### config.mk
export PLATFORM = sky130hd
export DESIGN_NAME = window_3x3_gen
export DESIGN_NICKNAME = d
export VERILOG_FILES = /design/src/rtl/img_pkg.sv /design/src/rtl/win_shift3.sv /design/src/rtl/window_3x3_gen.sv
export SDC_FILE = /design/constraint.sdc
export NUM_CORES = 1
export LEC_CHECK = 0
export CORE_ASPECT_RATIO = 0.6
export CORE_MARGIN = 2
export CORE_UTILIZATION = 30
export DETAILED_ROUTE_END_ITERATION = 7
export HOLD_SLACK_MARGIN = 0.08
export PLACE_DENSITY = 0.62
export SYNTH_ARGS = -nofsm -noshare
export SYNTH_HDL_FRONTEND = slang
export SYNTH_SLANG_ARGS = --single-unit
### constraint.sdc
create_clock -name clk -period 5.3 [get_ports clk]
set_input_delay 1.06 -clock clk [delete_from_list [all_inputs] [get_ports clk]]
set_output_delay 1.06 -clock clk [all_outputs]
set_load 0.05 [all_outputs]
### src/rtl/img_pkg.sv
// -----------------------------------------------------------------------------
// img_pkg
// Shared image-geometry defaults for the 3x3 matrix path.
//   PIX_WIDTH  : pixel bit width (matches the line buffers)
//   IMG_WIDTH  : pixels per line
//   IMG_HEIGHT : lines per frame
//   CW / RW    : column / row counter widths, sized so 2^CW > IMG_WIDTH
//                and 2^RW > IMG_HEIGHT
//   LAST_COL   : last column index of a line
//   LAST_ROW   : last aligned-line index (top row of the last full window)
// -----------------------------------------------------------------------------
package img_pkg;

    localparam int PIX_WIDTH  = 10;
    localparam int IMG_WIDTH  = 480;
    localparam int IMG_HEIGHT = 272;

    localparam int CW = $clog2(IMG_WIDTH + 1);
    localparam int RW = $clog2(IMG_HEIGHT + 1);

    localparam int LAST_COL = IMG_WIDTH - 1;
    // Only IMG_HEIGHT-2 aligned lines exist: the first two raw lines merely
    // fill the line buffers.
    localparam int LAST_ROW = IMG_HEIGHT - 3;

endpackage

### src/rtl/win_shift3.sv
// -----------------------------------------------------------------------------
// win_shift3
// 3-tap enable-gated shift register, one per window row.
// Ports:
//   clk, rst_n : clock, asynchronous active-low reset (taps cleared)
//   en_i       : shift when high, hold otherwise
//   din_i      : newest pixel, enters tap 2
//   q_o        : q_o[0] = oldest (left), q_o[2] = newest (right)
// -----------------------------------------------------------------------------
module win_shift3 #(
    parameter int WIDTH = 10
) (
    input  logic                      clk,
    input  logic                      rst_n,
    input  logic                      en_i,
    input  logic [WIDTH-1:0]          din_i,
    output logic [2:0][WIDTH-1:0]     q_o
);

    logic [2:0][WIDTH-1:0] q_q;

    always_ff @(posedge clk or negedge rst_n) begin
        if (!rst_n) begin
            q_q <= '0;
        end else if (en_i) begin
            q_q <= {din_i, q_q[2], q_q[1]};
        end
    end

    assign q_o = q_q;

endmodule

### src/rtl/window_3x3_gen.sv
// -----------------------------------------------------------------------------
// window_3x3_gen
// Builds a registered 3x3 pixel window from three vertically aligned taps and
// flags only windows lying fully inside the image.
// Optional feature macro: WIN_COORD_EN (adds out_x / out_y centre coordinates).
// Ports:
//   clk, rst_n          : clock, asynchronous active-low reset
//   row0_in             : bottom (newest) row pixel
//   row1_in             : middle row pixel (first line-buffer stage)
//   row2_in             : top (oldest) row pixel (second line-buffer stage)
//   valid_in            : taps aligned and valid; everything holds when low
//   m11..m33            : window, row-major, m22 = centre
//   valid_out           : window complete and inside the image
//   frame_done          : pulse with the last valid window of a frame
//   out_x, out_y        : centre column/row (WIN_COORD_EN only)
// -----------------------------------------------------------------------------
module window_3x3_gen #(
    parameter int WIDTH      = img_pkg::PIX_WIDTH,
    parameter int IMG_WIDTH  = img_pkg::IMG_WIDTH,
    parameter int IMG_HEIGHT = img_pkg::IMG_HEIGHT,
    parameter int CW         = $clog2(IMG_WIDTH + 1),
    parameter int RW         = $clog2(IMG_HEIGHT + 1)
) (
    input  logic             clk,
    input  logic             rst_n,
    input  logic [WIDTH-1:0] row0_in,
    input  logic [WIDTH-1:0] row1_in,
    input  logic [WIDTH-1:0] row2_in,
    input  logic             valid_in,
    output logic [WIDTH-1:0] m11,
    output logic [WIDTH-1:0] m12,
    output logic [WIDTH-1:0] m13,
    output logic [WIDTH-1:0] m21,
    output logic [WIDTH-1:0] m22,
    output logic [WIDTH-1:0] m23,
    output logic [WIDTH-1:0] m31,
    output logic [WIDTH-1:0] m32,
    output logic [WIDTH-1:0] m33,
    output logic             valid_out,
    output logic             frame_done
`ifdef WIN_COORD_EN
    ,
    output logic [CW-1:0]    out_x,
    output logic [RW-1:0]    out_y
`endif
);

    import img_pkg::*;

    localparam logic [CW-1:0] LAST_COL_C = CW'(IMG_WIDTH - 1);
    localparam logic [RW-1:0] LAST_ROW_C = RW'(IMG_HEIGHT - 3);

    // ---------------------------------------------------------------- window
    // Row index 0 = top (row2_in), 2 = bottom (row0_in).
    logic [2:0][WIDTH-1:0]        row_din;
    logic [2:0][2:0][WIDTH-1:0]   taps;

    assign row_din[0] = row2_in;
    assign row_din[1] = row1_in;
    assign row_din[2] = row0_in;

    for (genvar r = 0; r < 3; r++) begin : g_row
        win_shift3 #(.WIDTH(WIDTH)) u_row (
            .clk   (clk),
            .rst_n (rst_n),
            .en_i  (valid_in),
            .din_i (row_din[r]),
            .q_o   (taps[r])
        );
    end

    assign m11 = taps[0][0];
    assign m12 = taps[0][1];
    assign m13 = taps[0][2];
    assign m21 = taps[1][0];
    assign m22 = taps[1][1];
    assign m23 = taps[1][2];
    assign m31 = taps[2][0];
    assign m32 = taps[2][1];
    assign m33 = taps[2][2];

    // -------------------------------------------------------------- position
    logic [CW-1:0] col_q, col_d;
    logic [RW-1:0] row_q, row_d;
    logic          eol;

    assign eol = (col_q == LAST_COL_C);

    always_comb begin
        col_d = col_q;
        row_d = row_q;
        if (valid_in) begin
            if (eol) begin
                col_d = '0;
                row_d = (row_q == LAST_ROW_C) ? '0 : row_q + 1'b1;
            end else begin
                col_d = col_q + 1'b1;
            end
        end
    end

    // col_q is the column being loaded by this beat; columns 0 and 1 would
    // give a window straddling the previous line, so they are suppressed.
    logic valid_d, done_d;
    logic valid_q, done_q;

    assign valid_d = valid_in && (col_q >= CW'(2));
    assign done_d  = valid_in && eol && (row_q == LAST_ROW_C);

    always_ff @(posedge clk or negedge rst_n) begin
        if (!rst_n) begin
            col_q   <= '0;
            row_q   <= '0;
            valid_q <= 1'b0;
            done_q  <= 1'b0;
        end else begin
            col_q   <= col_d;
            row_q   <= row_d;
            valid_q <= valid_d;
            done_q  <= done_d;
        end
    end

    assign valid_out  = valid_q;
    assign frame_done = done_q;

`ifdef WIN_COORD_EN
    // Centre of the window loaded by this beat: one column back, one row
    // below the top tap. Updated only with a valid window so the pair holds
    // whenever valid_out is low.
    logic [CW-1:0] x_q;
    logic [RW-1:0] y_q;

    always_ff @(posedge clk or negedge rst_n) begin
        if (!rst_n) begin
            x_q <= '0;
            y_q <= '0;
        end else if (valid_d) begin
            x_q <= col_q - CW'(1);
            y_q <= row_q + RW'(1);
        end
    end

    assign out_x = x_q;
    assign out_y = y_q;
`endif

endmodule

After elaboration in Yosys (flattened, before gate mapping)
Cells that the tools add are included.

word-level totals
  bits in registers = 110
  output and inout port bits = 92
  word-level logic and storage cells = 24

cells by class
  $add $sub $neg = 2
  $lt $le $gt $ge = 1
  eq/ne operators = 2
  muxes and demuxes = 2
  reductions and logical operators = 4

operators with widths
  kind                 count
  $add 9x1->9 const B  2
  $eq 9x9->1 const B   2
  $mux 9               2
  $ge 9x2->1 const B   1
  $logic_and 1x1->1    3
  $reduce_and 2->1     1

Logic depth before layout (Yosys ltp)
Gate-level depths: netlist of the first run.

  word-level depth = 3
  mapped depth = 6
  gate-level depth less buffers = 6

Hierarchy
From an unflattened synthesis of the first run, not the netlist that was laid out.

second synthesis, totals
  cell total of the unflattened synthesis = 291
  area total of the unflattened synthesis = 4745.8 um^2

modules (own cells, without submodules)
  module          times used  cells an instance  area each (um^2)  sequential area each (um^2)
  win_shift3      3           63                 1234.9            750.7
  window_3x3_gen  1           102                1041.0            500.5

Worst setup path before layout of the first run
Ideal clock, no wire load.

  path kind = input -> register
  start point = in valid_in
  end point = reg row_q[3]
  setup time = 0.076 ns
  data arrival time = 2.297 ns
  path slack = 2.926 ns
  stages = 6
  buffers on the path = 2
  cell sequence = buf_2 > nand4_4 > or4_1 > buf_2 > or3_1 > o21ai_1

between the ends
  word-level cells in the longest chain between the ends = 1

ends and longest elaborated chain
  element                            line                   source
  start: declaration                 window_3x3_gen.sv:29   input logic valid_in,
  $reduce_and 2->1 (no source line)  n/a
  end signal: assignment             window_3x3_gen.sv:118  row_q <= row_d;
  end: declaration                   window_3x3_gen.sv:84   logic [RW-1:0] row_q, row_d;

Every way passes these cells.
A chain may end at the register's enable or synchronous reset.

Final worst setup path of the first run
  start point = reg g_row[1].u_row.q_q, in the netlist g_row[1].u_row.q_o[23]
  end point = out m23[3]

RTL lines
  element                   line                  source
  start: declaration        win_shift3.sv:20      logic [2:0][WIDTH-1:0] q_q;
  start signal: assignment  win_shift3.sv:26      q_q <= {din_i, q_q[2], q_q[1]};
  end: declaration          window_3x3_gen.sv:35  output logic [WIDTH-1:0] m23,

No word-level cell between the ends.

==> flow_metrics.env, run 1 <==
export IMPL_grt_max_degree=69
export IMPL_power_internal_mw=1.63
export IMPL_htreeDepth=3
export IMPL_cts_made_buffers=9
export IMPL_rsz0062_at_grt="no"
export IMPL_fmaxAchievable_ghz=0.380
export IMPL_netSwitchingFraction=0.361
export IMPL_final_area_mm2=0.00607
export IMPL_drtIter0Drc=67
export IMPL_core_area_mm2=0.0139
export IMPL_grt_pass1_wl_um=15900
export IMPL_postRouteAntennaNets=0
export IMPL_async_flop_share=1.00
export IMPL_cts_setup_buffers=0
export IMPL_synth_seq_cells=110
export IMPL_min_period_ns=2.63
export IMPL_hold_ws_ns=0.506
export IMPL_port_buffers=124
export IMPL_grt_usage=0.130
export IMPL_synth_cells=293
export IMPL_overflow=0
export IMPL_dpl_cell_area_mm2=0.00578
export IMPL_ys_flop_type="dfrtp_1"
export IMPL_hp_class="reg -> reg"
export IMPL_critical_path_max_stage_delay_ns=0.87
export IMPL_crit_slowest_cell="clkdlybuf4s50_1"
export IMPL_cts_root_buffer="clkbuf_16"
export IMPL_power_share_clock=0.265
export IMPL_place_hpwl_um=6600
export IMPL_dieArea_mm2=0.0155
export IMPL_multi_input_area_mm2=0.00150
export IMPL_gp_congestion=0.797
export IMPL_fin_nets=454
export IMPL_cpLargestDelayFamily="buffers and inverters"
export IMPL_peakVddDrop_uv=179
export IMPL_wl_um=9570
export IMPL_diodes=0
export IMPL_critPathMaxFanout=3
export IMPL_combPwrFrac=0.315
export IMPL_synth_cell_type_count=34
export IMPL_total_power_mw=2.55
export IMPL_ys_seq_area_frac=0.634
export IMPL_cp_end_kind="output pin"
export IMPL_status="finished, final reports clean"
export IMPL_die_y_um=97.2
export IMPL_holdBufCountCts=0
export IMPL_syn_nets=330
export IMPL_required_ns=4.24
export IMPL_antenna_found_initial=0
export IMPL_drive_gt1_frac=0.270
export IMPL_pre_cts_slack_ns=2.36
export IMPL_cts_buffer_depth=2
export IMPL_synth_edf_count=0
export IMPL_drc=0
export IMPL_io_pins=125
export IMPL_stdcell_count=614
export IMPL_avgSynthCellArea_um2=14.8
export IMPL_p_leak_nw=2.49
export IMPL_setup_tns_ns=0
export IMPL_start_util=0.313
export IMPL_max_cap_viol_count=0
export IMPL_worst_slack_ns=2.67
export IMPL_syn_to_final_growth_pct=40.0
export IMPL_hold_viol=0
export IMPL_setup_viol=0
export IMPL_pwr_share_seq=0.420
export IMPL_maxSlewViolCount=0
export IMPL_grt_pass1_vias=2980
export IMPL_clkSinkCount=110
export IMPL_rows=33
export IMPL_cts_resized=0
export IMPL_vias_per_cell=4.50
export IMPL_crit_buf_inv=1
export IMPL_fillCellCount=1302
export IMPL_switchingPower_mw=0.922
export IMPL_powerDensity_mw_per_mm2=420
export IMPL_wire_per_inst_um=15.6
export IMPL_insertion_delay_ns=0.35
export IMPL_post_route_period_util=0.497
export IMPL_drtPass1Iterations=4
export IMPL_num_vias=2765
export IMPL_startpoint_type="flip-flop"
export IMPL_cts_tree="done"
export IMPL_crit_arrival_ns=1.57
export IMPL_ys_warn_count=0
export IMPL_fin_util=0.438
export IMPL_die_x_um=159
export IMPL_worstPathCellList="clkdlybuf4s50_1"
export IMPL_seq_area_mm2=0.00275
export IMPL_fin_skew_ns=0.00740
export IMPL_mappedNetlistArea_mm2=0.00434
export IMPL_dp_cells=598
export IMPL_crit_type="reg -> out"
export IMPL_maxSlewHeadroom=0.421
export IMPL_cts_clk_slew_worst_paths_ns=0.07
export IMPL_tightestPinTransition_ns=0.868
## layout make-up
class                           instances  share of cell area
Timing Repair Buffer                  126               0.206
Tap cell                              192              0.0396
Multi-Input combinational cell        161               0.247
Sequential cell                       110               0.453
Clock buffer                           10              0.0377
Clock inverter                          6              0.0113
Inverter                                9             0.00556
## power by group through the flow
stage	Sequential (mW)	Clock [mW]	Combinational, mW
finish	1.07	0.677	0.805
global route	1.09	0.740	0.844
CTS	1.07	0.705	0.815
detailed placement	1.09	0	0.811
global placement	1.08	0	0.807
floorplan	1.43	0	0.157
## synthesized netlist by cell type (all sizes together), types with 2 or more instances
master	instances	area share
nand3	10	0.014
ha	4	0.012
dfrtp	110	0.63
nor4	2	0.0043
clkbuf	7	0.0061
o31ai	3	0.0052
buf	6	0.0066
inv	9	0.0078
xor2	2	0.0040
nand2	7	0.0061
mux2	90	0.23
or3	2	0.0029
nand4	3	0.0078
nor2	6	0.0052
and3	3	0.0046
and4	2	0.0040
xnor2	5	0.010
a21oi	4	0.0046
o21ai	9	0.010
## per-layer routing
| layer | GRT usage | part of all wire | up-vias |
|---|---|---|---|
| met3 | 0.0802 | 0.12 | 9 |
| met2 | 0.187 | 0.42 | 86 |
| met4 | 0.0378 | 0.012 | 0 |
| met1 | 0.163 | 0.45 | 1387 |
| li1 | - | - | 1283 |
| met5 | 0 | 0 | - |
## cell families after synthesis
group	share of synthesized area
flip-flops	0.634
multiplexers	0.236
AND/OR/NAND/NOR	0.0562
buffers and inverters	0.0205
AO/OA/AOI/OAI	0.0274
XOR/XNOR	0.0141
adder cells (fa/ha/maj)	0.0115
## final timing paths
| kind | start | endpoint | slack (ns) | depth (start not counted) |
|---|---|---|---|---|
| max in group asynchronous | rst_n | col_q[4] | 3.43 | 2 |
| min in group asynchronous | rst_n | g_row[1].u_row.q_o[29] | 0.82 | 1 |
| setup / recovery | g_row[1].u_row.q_o[23] | m23[3] | 2.67 | 1 |
| hold reg to reg | row_q[6] | row_q[6] | 0.51 | 1 |
| setup reg to reg | col_q[1] | row_q[4] | 3.27 | 5 |
| hold / removal | row_q[6] | row_q[6] | 0.51 | 1 |
## state kept, by name, indices dropped and copies added (netlist names)
register	cells
col_q	9
frame_done	1
g_row.u_row.q_o	90
row_q	9
valid_out	1
## cells in the final DEF (no fill, tap or decap), types with 2 or more instances in the layout
cell type	count
a21oi_1	4
and3_1	2
and4_1	2
buf_4	4
clkbuf_16	9
clkdlybuf4s50_1	122
dfrtp_1	110
ha_1	4
inv_1	9
inv_6	2
mux2_2	90
nand2_1	7
nand3_1	9
nand4_1	2
nor2_1	6
o21ai_0	7
o21ai_1	2
o31ai_1	3
or3_1	2
xnor2_1	5
xor2_1	2
Power figures use the tool's default switching activity.
==> run 2: changes to the inputs <==
- PLACE_DENSITY: 0.62 -> 0.64
- clock period: 5.3 -> 2.3 ns (I/O delays scaled with it)
==> run 2 against run 1 <==
Net effect: worst hold slack lost 0.059 ns; critical path depth is the same; sequential power grew 130%; total power grew 130%; global-route usage shrank 0.60 points; die area is the same; register-to-register slack lost 2.9 ns; first-iteration DRC count grew 70%; largest cell class unchanged.
==> flow_metrics.env, run 2 (synthesis gave the netlist of run 1 again) <==
export IMPL_status="finished, final reports clean"
export IMPL_wire_per_inst_um=14.7
export IMPL_wl_um=9060
export IMPL_startpoint_type="flip-flop"
export IMPL_clkSinkCount=110
export IMPL_antenna_found_initial=0
export IMPL_cts_setup_buffers=0
export IMPL_drtPass1Iterations=4
export IMPL_drtIter0Drc=114
export IMPL_dp_cells=601
export IMPL_num_vias=2772
export IMPL_fillCellCount=1301
export IMPL_hp_class="in -> reg"
export IMPL_max_cap_viol_count=0
export IMPL_tightestPinTransition_ns=0.683
export IMPL_wl_met1_um=4110
export IMPL_crit_buf_inv=1
export IMPL_wl_met2_um=3960
export IMPL_pre_cts_slack_ns=0.343
export IMPL_cts_made_buffers=9
export IMPL_p_leak_nw=2.51
export IMPL_cts_clk_slew_worst_paths_ns=0.08
export IMPL_core_area_mm2=0.0139
export IMPL_setup_viol=0
export IMPL_worstPathCellList="clkdlybuf4s50_1"
export IMPL_start_util=0.313
export IMPL_syn_to_final_growth_pct=40.9
export IMPL_crit_arrival_ns=1.57
export IMPL_postRouteAntennaNets=0
export IMPL_grt_pass1_vias=2955
export IMPL_cts_buffer_depth=2
export IMPL_grt_pass1_wl_um=15500
export IMPL_vias_per_cell=4.49
export IMPL_rsz0062_at_grt="no"
export IMPL_worst_slack_ns=0.271
export IMPL_powerDensity_mw_per_mm2=959
export IMPL_required_ns=1.84
export IMPL_top_layer="met4"
export IMPL_critical_path_max_stage_delay_ns=0.84
export IMPL_route_met3_wl_um=913
export IMPL_stdcell_count=617
export IMPL_die_y_um=97.2
export IMPL_rows=33
export IMPL_final_cell_mix="clkdlybuf4s50_1, dfrtp_1, mux2_2"
export IMPL_fin_nets=458
export IMPL_place_hpwl_um=6360
export IMPL_cts_tree="done"
export IMPL_drc=0
export IMPL_io_pins=125
export IMPL_critPathMaxFanout=3
export IMPL_diodes=0
export IMPL_crit_slowest_cell="clkdlybuf4s50_1"
export IMPL_cts_root_buffer="clkbuf_16"
export IMPL_peakVddDrop_uv=440
export IMPL_setup_tns_ns=0
export IMPL_seq_area_mm2=0.00275
export IMPL_grt_max_degree=64
export IMPL_cp_end_kind="output pin"
export IMPL_die_x_um=159
export IMPL_post_route_period_util=0.882
export IMPL_fmaxAchievable_ghz=0.493
export IMPL_grt_usage=0.124
export IMPL_htreeDepth=3
export IMPL_hold_viol=0
export IMPL_maxSlewViolCount=0
export IMPL_overflow=0
export IMPL_drive_gt1_frac=0.275
export IMPL_insertion_delay_ns=0.34
export IMPL_multi_input_area_mm2=0.00150
export IMPL_gp_congestion=0.703
export IMPL_fin_skew_ns=0.00887
export IMPL_port_buffers=124
export IMPL_final_common_cell="clkdlybuf4s50_1"
export IMPL_largest_register_ffs=90
export IMPL_cpLargestDelayFamily="buffers and inverters"
export IMPL_dieArea_mm2=0.0155
export IMPL_min_period_ns=2.03
export IMPL_maxSlewHeadroom=0.545
export IMPL_total_power_mw=5.86
export IMPL_crit_type="reg -> out"
run 2: changes by cell type in the layout (fill, tap and decap cells not counted), sizes merged:
cell | before | now
clkbuf | 10 | 9
clkinv | 2 | 0
clkinvlp | 1 | 3
buf | 4 | 7
dlygate4sd3 | 0 | 1
run 2: where the power goes:
group          internal (mW)  total, mW  switching [mW]
Clock                  0.846       1.55           0.703
Sequential              2.22       2.46           0.244
Combinational          0.695       1.85            1.16
Total                   3.76       5.86            2.11
run 2: worst reg2reg max path, stage by stage (launching register included):
cell	delay, ns
dfrtp_1	0.41
ha_1	0.26
nand4_4	0.16
or4_1	0.59
or3_1	0.39
o21ai_1	0.07
run 2: timing repair:
action                    in CTS  in global routing
gates resized for setup        0                  0
hold endpoints to repair      19                  0
hold buffers                   1                  0
run 2: path summary, 6_finish.rpt:
kind / depth (start not counted) / slack (ns) / from / end
min reg2reg: 1 / 0.49 / row_q[6] / row_q[6]
min in group asynchronous: 2 / 0.54 / rst_n / col_q[8]
max in group asynchronous: 3 / 1.10 / rst_n / g_row[0].u_row.q_o[10]
max: 1 / 0.27 / g_row[1].u_row.q_o[18] / m22[8]
min: 2 / 0.45 / valid_in / g_row[2].u_row.q_o[2]
max reg2reg: 5 / 0.35 / col_q[1] / row_q[3]
run 2: metrics by stage:
stage | util | cell area [µm²] | hold slack, ns
2_1_floorplan | - | 4340 | 0.164
3_3_place_gp | 0.419 | 5810 | 0.370
3_5_place_dp | 0.419 | 5810 | 0.373
4_1_cts | 0.441 | 6120 | 0.436
5_1_grt | 0.441 | 6120 | 0.451
6_report | 0.441 | 6120 | 0.447
run 2: routing by layer:
layer	global-route usage	vias to the layer above
li1	-	1307
met1	0.163	1375
met2	0.178	84
met3	0.0687	6
met4	0.0336	0
met5	0	-
run 2: cell type report:
| class | count | share of cell area |
|---|---|---|
| Timing Repair Buffer | 130 | 0.212 |
| Clock inverter | 6 | 0.0115 |
| Clock buffer | 9 | 0.0368 |
| Inverter | 9 | 0.00552 |
| Sequential cell | 110 | 0.450 |
| Tap cell | 192 | 0.0393 |
| Multi-Input combinational cell | 161 | 0.245 |
